===== src/rtl/uart_byte_rx_if.sv =====
// uart_byte_rx_if: received-byte valid/ready handshake plus error pulses.
interface uart_byte_rx_if;
   logic [7:0] data;
   logic       valid;
   logic       ready;
   logic       frame_err;
   logic       overrun;
   modport master (output data, valid, frame_err, overrun, input ready);
   modport slave  (input data, valid, frame_err, overrun, output ready);
endinterface


===== src/rtl/uart_byte_rx.sv =====
// uart_byte_rx: 8N1 LSB-first UART receiver feeding a one-byte valid/ready holding register.
// Define UART_RX_MAJORITY_EN for 2-of-3 majority sampling at MID-1/MID/MID+1 of every bit.
module uart_byte_rx #(
   parameter int CLKS_PER_BIT = 1250
) (
   input  logic           clk,
   input  logic           rst,
   input  logic           uart_rx,
   uart_byte_rx_if.master bus
);
   localparam int MID = CLKS_PER_BIT / 2;
   localparam int CW  = $clog2(CLKS_PER_BIT);
   localparam logic [CW-1:0] LAST = CW'(CLKS_PER_BIT - 1);
   typedef enum logic [2:0] {WAIT_IDLE, IDLE, START, DATA, STOP} state_t;
   state_t        state;
   logic          s1, rx_s, samp, done;
   logic [CW-1:0] cnt;
   logic [2:0]    idx;
   logic [7:0]    shift;
   always_ff @(posedge clk or posedge rst)
      if (rst) {rx_s, s1} <= 2'b11;
      else     {rx_s, s1} <= {s1, uart_rx};
`ifdef UART_RX_MAJORITY_EN
   // The decision waits one extra clk so the sample at MID+1 is available.
   localparam logic [CW-1:0] SP = CW'(MID + 1);
   logic [1:0] h;
   always_ff @(posedge clk or posedge rst)
      if (rst) h <= 2'b11;
      else     h <= {h[0], rx_s};
   assign samp = (h[1] & h[0]) | (h[1] & rx_s) | (h[0] & rx_s);
`else
   localparam logic [CW-1:0] SP = CW'(MID);
   assign samp = rx_s;
`endif
   always_ff @(posedge clk or posedge rst)
      if (rst) begin
         state         <= WAIT_IDLE;
         cnt           <= '0;
         idx           <= '0;
         shift         <= '0;
         done          <= 1'b0;
         bus.data      <= 8'h00;
         bus.valid     <= 1'b0;
         bus.frame_err <= 1'b0;
         bus.overrun   <= 1'b0;
      end else begin
         done          <= 1'b0;
         bus.frame_err <= 1'b0;
         bus.overrun   <= 1'b0;
         cnt           <= cnt + 1'b1;
         case (state)
            WAIT_IDLE: if (rx_s) state <= IDLE;
            IDLE: if (!rx_s) begin
               state <= START;
               cnt   <= '0;
            end
            START: if (cnt == SP) begin
               cnt   <= '0;
               idx   <= '0;
               state <= samp ? IDLE : DATA;
            end
            DATA: if (cnt == LAST) begin
               shift[idx] <= samp;
               cnt        <= '0;
               idx        <= idx + 1'b1;
               if (idx == 3'd7) state <= STOP;
            end
            STOP: if (cnt == LAST) begin
               cnt           <= '0;
               state         <= samp ? IDLE : WAIT_IDLE;
               done          <= samp;
               bus.frame_err <= !samp;
            end
            default: state <= WAIT_IDLE;
         endcase
         // A byte may land in the same cycle the consumer frees the register.
         if (done) begin
            if (!bus.valid || bus.ready) begin
               bus.data  <= shift;
               bus.valid <= 1'b1;
            end else bus.overrun <= 1'b1;
         end else if (bus.valid && bus.ready) bus.valid <= 1'b0;
      end
endmodule


===== src/flat_wrapper.sv =====
// flat-port wrapper written by rule: the top's interface ports become plain ports
module uart_byte_rx_flat 
#(
   parameter int CLKS_PER_BIT = 1250
)
  (clk, rst, uart_rx, bus_data, bus_valid, bus_frame_err, bus_overrun, bus_ready);
  uart_byte_rx_if bus_i ();
  input  logic clk;
  input  logic rst;
  input  logic uart_rx;
  output wire logic [$bits(bus_i.data)-1:0] bus_data;
  output wire logic [$bits(bus_i.valid)-1:0] bus_valid;
  output wire logic [$bits(bus_i.frame_err)-1:0] bus_frame_err;
  output wire logic [$bits(bus_i.overrun)-1:0] bus_overrun;
  input wire logic [$bits(bus_i.ready)-1:0] bus_ready;
  assign bus_data = bus_i.data;
  assign bus_valid = bus_i.valid;
  assign bus_frame_err = bus_i.frame_err;
  assign bus_overrun = bus_i.overrun;
  assign bus_i.ready = bus_ready;
  uart_byte_rx #(.CLKS_PER_BIT(CLKS_PER_BIT)) u_core (.clk(clk), .rst(rst), .uart_rx(uart_rx), .bus(bus_i));
endmodule

===== config.mk =====
export PLATFORM = sky130hd
export DESIGN_NAME = uart_byte_rx_flat
export DESIGN_NICKNAME = d
export VERILOG_FILES = /design/src/rtl/uart_byte_rx_if.sv /design/src/rtl/uart_byte_rx.sv /design/src/flat_wrapper.sv
export SDC_FILE = /design/constraint.sdc
export NUM_CORES = 1
export LEC_CHECK = 0
export BUFFER_PORTS_ARGS = -buffer_cell sky130_fd_sc_hd__buf_2
export CAP_MARGIN = 10
export CORE_UTILIZATION = 50
export DETAILED_ROUTE_END_ITERATION = 8
export PLACE_DENSITY = 0.66
export SLEW_MARGIN = 10
export SYNTH_ARGS = -nofsm -noshare
export SYNTH_HDL_FRONTEND = slang
export SYNTH_SLANG_ARGS = --single-unit

===== constraint.sdc =====
create_clock -name clk -period 4.35 [get_ports clk]
set_input_delay 0.6525 -clock clk [delete_from_list [all_inputs] [get_ports clk]]
set_output_delay 0.6525 -clock clk [all_outputs]
set_load 0.005 [all_outputs]

* Yosys cells after proc, flatten, opt, wreduce, memory -nomap -nowiden
Cells that the tools add are included.
** Operators by class
- $add $sub $neg :: 2
- Magnitude comparators :: 2
- Equality and inequality tests :: 14
- Mux-type cells :: 28
- Reductions and logical operators :: 14
** Operators by type and width (count)
- 11-bit two-way mux :: 3
- 11-bit case mux with 3 select lines :: 1
- 3-bit two-way mux :: 8
- 3-bit case mux with 5 select lines :: 1
- 11-bit by 1-bit adder with 11-bit output, second input constant :: 1
- 11-bit by 10-bit equality test with 1-bit output, second input constant :: 1
- 11-bit equality test, second input constant :: 1
- 1-bit two-way mux :: 11
- 2-bit by 1-bit != test with 1-bit output, second input constant :: 5
- 8-bit bitwise mux :: 1
- 3-bit by 2-bit equality test with 1-bit output, second input constant :: 2
- 3-bit equality test, second input constant :: 2
- 3-bit case mux with 2 select lines :: 1
- 2-bit AND reduction :: 3
- 6-bit AND reduction :: 1
- 3-bit by 4-bit less-than comparator with 1-bit output, second input constant :: 1
- 2-bit != test, second input constant :: 2
- 2-bit nonzero test :: 2
- 3-bit by 1-bit adder with 3-bit output, second input constant :: 1
- 1-bit demux with 3-bit select :: 1
- 3-bit by 1-bit equality test with 1-bit output, second input constant :: 1
- 3-bit by 1-bit greater-or-equal comparator with 1-bit output, second input constant :: 1
- 3-bit logical NOT :: 1
- 3-bit AND reduction :: 1
- other kinds (5) :: 7
** Word-level totals
- Register bits :: 39
- Output and inout bits :: 11

* Depth between registers and ports, before layout
Gate-level depths: netlist of the first run.
- Depth after elaboration :: 5
- Depth in mapped cells :: 8
- Mapped depth without buffers :: 6

* Worst setup path after synthesis of the first run
No wires, ideal clock.
- Kind :: register -> register
- Start :: register u_core.cnt[1]
- End :: register u_core.shift[2]
- Library setup time :: 0.128 ns
- Data arrival time :: 2.083 ns
- Slack :: 2.139 ns
- Stages on the path, launching flop included :: 9
- Path buffers :: 2
- Path through :: dfrtp_1 inv_1 ha_1 or4b_4 buf_6 nor4b_4 buf_6 nor4b_4 mux2_1
** On the way
- Cells in the longest elaborated chain, start to end :: 2
** Ends and longest elaborated chain
- start, declared :: RTL line uart_byte_rx.sv:17 : logic [CW-1:0] cnt;
- start signal, assigned :: RTL line uart_byte_rx.sv:50 : cnt <= cnt + 1'b1;
- 11-bit equality test :: RTL line uart_byte_rx.sv:62 : DATA: if (cnt == LAST) begin
- 2-bit AND reduction (no line)
- end signal, assigned by index :: RTL line uart_byte_rx.sv:63 : shift[idx] <= samp;
- end, declared :: RTL line uart_byte_rx.sv:19 : logic [7:0] shift;
Every way passes these cells.
A chain may end at the register's enable or synchronous reset.

* Worst setup path in the final report of the first run
Ends and elaborated chain as after synthesis.

==> run summary, run 1 <==
hpwl dp = 2240 um
crit start category = register
wl on met1 = 1340 um
clk slew on worst S/H paths = 0.07 ns
RD Place Congestion = 0.826
clk_skew = 0.00994 ns
DRT Wirelength = 3100 um
Slew headroom = 60.0%
register area share after synthesis = 51.2%
Worst Tran Pin Value = 0.595 ns
DIE HEIGHT = 63.8 um
Post-CTS Setup Inserts = 0
initial antenna violation count = 0
WL per Instance = 13.8 um
Critical Path RT = 4.51 ns
count of pins over their slew limit = 0
Finish-stage setup viols = 0
CTS tree = yes
# rows = 22
number of inserted diodes = 0
setup TNS = 0 ns
# IOs = 15
DR vias/cell = 5.58
# DRC = 0
pwr dens = 466 nW/um^2
Post-synth EDFFs = 0
Nets = 184
CTS root buffer = clkbuf_8
top area cells in the synthesized netlist = dfrtp_1 48%, mux2_2 5.3%, mux2_1 4.1%
post-CTS sizing = 0
Fin. Hold Viols = 0
fmax = 411 MHz
share of cells above drive strength 1 = 23.7%
Avg Cell Area, Syn = 11.9 um^2
WL met3 = 73 um
Max clock buf depth = 2
die area = 4070 um^2
Synth Register Bits = 39
global-route total usage across every layer = 17.6%
port bufs = 14
first-pass GRT wire length = 5600 um
GRT overflow = 0
Peak VDD IR = 342 uV
Mapped Cells = 161
H-tree lvl count = 2
Cell variety after synth = 40
ys flop type = dfrtp_1
run status = completed
yosys warns = 0
antenna-violating nets left = 0
leading area contributor after synthesis = dfrtp_1
max_cap viols = 0
CP Capture Type = register
number of global-route vias before repair = 1335
synthesized area = 1910 um^2
total number of vias = 1256
hold buffer count at CTS = 0
largest net degree at the start of global routing = 40
Post-Place Worst Slack = 1.91 ns
placed cell count = 216
fin crit period = 2.43 ns
Filler cells = 319
area of the core = 3660 um^2
Clock Sinks = 39
Setup CP Type = reg2reg
Starting DRT DRC Count = 38
cts bufs inserted = 5
Synth top area share = 48.5%
Syn Nets = 169
Area Overhead vs Synth = 10.4%
async set or reset register ratio after synthesis = 100%
Layout Cells excl Fill = 225
crit path DAT = 2.60 ns
RSZ-0062 raised after global routing = no
period utilization = 56.0%
Clk Latency, worst-skew pair = 0.28 ns
top sig layer = met4
die width = 63.8 um
wire length on met2 = 1660 um
HP Class = reg2reg
Initial Util = 52.2%
Worst Path Max Fanout = 11
Leak = 0.992 nW
first-pass detailed-route iteration total = 4
Setup WS post-layout = 1.92 ns
## cell usage after synthesis (2+ instances only)
| library cell | count |
|---|---|
| xor2_1 | 5 |
| a21oi_1 | 2 |
| nand4_1 | 7 |
| and3_1 | 2 |
| nor4bb_1 | 2 |
| nor4b_4 | 2 |
| nand2_1 | 9 |
| nand2b_1 | 3 |
| clkbuf_1 | 3 |
| xnor2_1 | 5 |
| ha_1 | 4 |
| nand3_1 | 5 |
| o21ai_0 | 4 |
| dfstp_2 | 2 |
| buf_6 | 2 |
| mux2_2 | 9 |
| nor3b_1 | 2 |
| inv_1 | 6 |
| and4_2 | 2 |
| nor3_1 | 13 |
| dfrtp_1 | 37 |
| nor2_1 | 9 |
| buf_4 | 2 |
| mux2_1 | 7 |
| nor4b_1 | 2 |
## routing by layer
| metal | track usage, % | vias to the layer above |
|---|---|---|
| li1 | - | 610 |
| met1 | 18.7 | 625 |
| met2 | 33.6 | 19 |
| met3 | 3.21 | 2 |
| met4 | 7.39 | 0 |
| met5 | 0 | - |
## logic make-up after synthesis
group	count (synthesis)	synth area share, %
and+or+nand+nor	64	21.7
DFF	39	51.2
muxes	16	9.44
adders and majority gates	4	2.62
xor gates and xnor gates	10	4.59
AOI/OAI and AO/OA	14	4.98
buffers and inverters	14	5.44
## sequential cells by signal (all words and copies together), names as in the netlist
register	count
u_core.cnt	11
u_core.bus.data	8
u_core.shift	8
u_core.idx	3
u_core.state	3
u_core.bus.frame_err	1
u_core.bus.overrun	1
u_core.bus.valid	1
u_core.done	1
u_core.rx_s	1
u_core.s1	1
## cell type report
type	instances	area, um^2	share of cell area, %
inverters	6	22.5	1.07
multi-input cells	108	827	39.3
repair buffers	16	82.6	3.92
clock inverters	3	67.6	3.21
clock buffers	5	68.8	3.27
well taps	48	60.1	2.85
flip-flops and latches	39	978	46.4
## power by group
group          internal [W]  switching [W]  total [W]
sequential         0.000405      0.0000709   0.000476
clock              0.000229       0.000122   0.000351
combinational     0.0000755      0.0000794   0.000155
## worst paths after layout
check,from,end,slack (ns),depth (start not counted)
worst max-delay path,u_core.cnt[1],u_core.shift[2],1.92,6
worst min-delay path,u_core.s1,u_core.rx_s,0.36,0
worst max register to register,u_core.cnt[1],u_core.shift[2],1.92,6
worst min register to register,u_core.s1,u_core.rx_s,0.36,0
max in group asynchronous,rst,u_core.rx_s,3.53,3
min in group asynchronous,rst,u_core.bus.overrun,0.46,3
## critical path: stages (launching register included)
cell and delay [ns]:
dfrtp_1 0.41, inv_1 0.07, ha_1 0.12, or4b_4 0.52
nor4b_4 0.57, nor4b_4 0.30, mux2_1 0.34
## cell usage in the layout (no fill, tap or decap), types with 2 or more instances in the layout
master | Yosys | routed
nand2_1 | 9 | 9
mux2_1 | 7 | 7
clkbuf_8 | 0 | 5
nor4b_1 | 2 | 2
mux2_2 | 9 | 9
and4_2 | 2 | 2
nor3b_1 | 2 | 2
xnor2_1 | 5 | 5
nor3_1 | 13 | 13
o21ai_0 | 4 | 4
nor4bb_1 | 2 | 2
ha_1 | 4 | 4
buf_2 | 0 | 14
bufinv_16 | 0 | 2
nand4_1 | 7 | 7
a21oi_1 | 2 | 2
nor2_1 | 9 | 9
dfstp_2 | 2 | 2
inv_1 | 6 | 6
dfrtp_1 | 37 | 37
nand3_1 | 5 | 5
nand2b_1 | 3 | 3
xor2_1 | 5 | 5
and3_1 | 2 | 2
nor4b_4 | 2 | 2
## stage by stage
stage	instance area [um^2]	hold WS [ns]	total power (W)	utilization (%)
final	2110	0.357	0.000982	57.6
after global routing	2110	0.367	0.00104	57.6
after CTS	2100	0.358	0.000993	57.4
after detailed placement	1970	0.347	0.000637	53.7
after global placement	1970	0.346	0.000623	53.7
after floorplan	1910	0.345	0.000636	-
(Power assumes the default switching activity.)
==> inputs of run 2 (changes only) <==
- PLACE_DENSITY: 0.66 -> 0.69
- clock period: 4.35 -> 2.15 ns (I/O delays scaled with it)
==> run 2 against run 1 <==
Sequential share of layout area is 2.5 points lower. Routed wire length grew 14%. Sequential cell count is the same. Global-route usage up 1.9 points. Via count is 4.5% higher. First-iteration DRC count up 45%. Sequential power increased by 85%. Cell count grew 6.7%. Critical path depth is 1 lower. Design area grew 5.6%. Core utilization rose by 3.2 points. Highest routed layer unchanged.
==> run summary, run 2 (synthesis gave the netlist of run 1 again) <==
run status = completed
most common cell after layout, fill and taps aside = dfrtp_1
DR vias/cell = 5.47
total number of vias = 1312
setup TNS = 0 ns
# rows = 22
initial antenna violation count = 0
CTS tree = yes
largest net degree at the start of global routing = 40
max_cap viols = 0
Layout Cells excl Fill = 240
Leak = 1.07 nW
CTS root buffer = clkbuf_8
share of cells above drive strength 1 = 32.3%
cts bufs inserted = 5
Area Overhead vs Synth = 16.6%
Critical Path RT = 2.32 ns
antenna-violating nets left = 0
Fin. Hold Viols = 0
Worst Path Max Fanout = 11
Finish-stage setup viols = 0
fin crit period = 2.10 ns
DRT Wirelength = 3550 um
Setup WS post-layout = 0.0457 ns
H-tree lvl count = 2
biggest regs = u_core.cnt x11, u_core.bus.data x8, u_core.shift x8
# DRC = 0
Slew headroom = 68.3%
Setup CP Type = reg2reg
clk_skew = 0.00783 ns
max FFs per register = 11
# IOs = 15
Layout Utilization = 60.8%
Initial Util = 52.2%
DIE HEIGHT = 63.8 um
Post-Place Worst Slack = 0.0139 ns
clk slew on worst S/H paths = 0.08 ns
port bufs = 14
crit path DAT = 2.28 ns
Peak VDD IR = 784 uV
area of the core = 3660 um^2
Max clock buf depth = 2
global-route total usage across every layer = 19.6%
crit start category = register
die area = 4070 um^2
Clk Latency, worst-skew pair = 0.29 ns
hpwl dp = 2440 um
number of inserted diodes = 0
Starting DRT DRC Count = 55
first-pass detailed-route iteration total = 5
total power draw = 0.00202 W
pwr dens = 910 nW/um^2
RSZ-0062 raised after global routing = yes
RD Place Congestion = 0.798
fmax = 475 MHz
Biggest register = u_core.cnt
Worst Tran Pin Value = 0.476 ns
most frequent cells in the layout = 37 x dfrtp_1, 16 x buf_4, 14 x buf_2, 12 x nor3_1
number of global-route vias before repair = 1330
HP Class = in2async
die width = 63.8 um
placed cell count = 232
WL per Instance = 14.8 um
period utilization = 97.9%
CP Capture Type = register
Clock Sinks = 39
first-pass GRT wire length = 6060 um
Nets = 199
count of pins over their slew limit = 0
GRT overflow = 0
-- run 2: cell count changes in the layout (fill, tap and decap cells not counted), sizes merged --
| cell | change |
|---|---|
| buf | +16 |
| bufinv | -1 |
| clkbuf | -1 |
| clkinv | +2 |
| clkinvlp | -1 |
-- run 2: report_power, final --
part	internal (W)	switching, W
registers	0.000820	0.0000599
clock network	0.000345	0.000259
logic	0.000254	0.000287
-- run 2: final timing paths --
kind                                     from                 end  slack, ns  cells after the start
min in group clk                      uart_rx           u_core.s1       0.13                      1
worst min-delay path                      rst  u_core.bus.overrun       0.12                      3
worst max-delay path            u_core.cnt[4]     u_core.shift[2]       0.05                      5
max in group asynchronous                 rst         u_core.rx_s       1.67                      3
worst min register to register      u_core.s1         u_core.rx_s       0.36                      0
worst max register to register  u_core.cnt[4]     u_core.shift[2]       0.05                      5
-- run 2: metal layers --
layer	wire [um]	up-vias	share of wire (%)	track usage, %
li1	-	637	-	-
met1	1560	656	44	23.6
met2	1870	14	53	34.6
met3	77	5	2.2	4.82
met4	39	0	1.1	5.11
met5	0	-	0	0
-- run 2: layout make-up --
| cell class | count | area, um^2 |
|---|---|---|
| repair buffers | 31 | 201 |
| clock inverters | 3 | 43.8 |
| multi-input cells | 108 | 851 |
| flip-flops and latches | 39 | 978 |
| inverters | 6 | 22.5 |
| well taps | 48 | 60.1 |
| fillers | 302 | 1440 |
| clock buffers | 5 | 68.8 |
-- run 2: through the flow --
step,hold slack [ns],instance area [um^2]
final,0.125,2230
after floorplan,0.327,1910
after CTS,0.123,2200
after detailed placement,0.347,2090
after global placement,0.347,2090
after global routing,0.113,2230
-- run 2: worst max-delay path, cell delays in order, from the launching register on --
cell	delay [ns]
dfrtp_1	0.39
or4bb_4	0.58
nor4b_4	0.30
buf_6	0.17
nor4b_4	0.22
mux2_4	0.33
-- run 2: timing repair --
| item | in CTS | in global routing |
|---|---|---|
| resized for setup | 1 | 5 |
| cloned | 0 | 0 |
| endpoints found under the setup margin | 1 | 7 |
| hold buffers | 0 | 0 |
| buffers inserted | 0 | 0 |
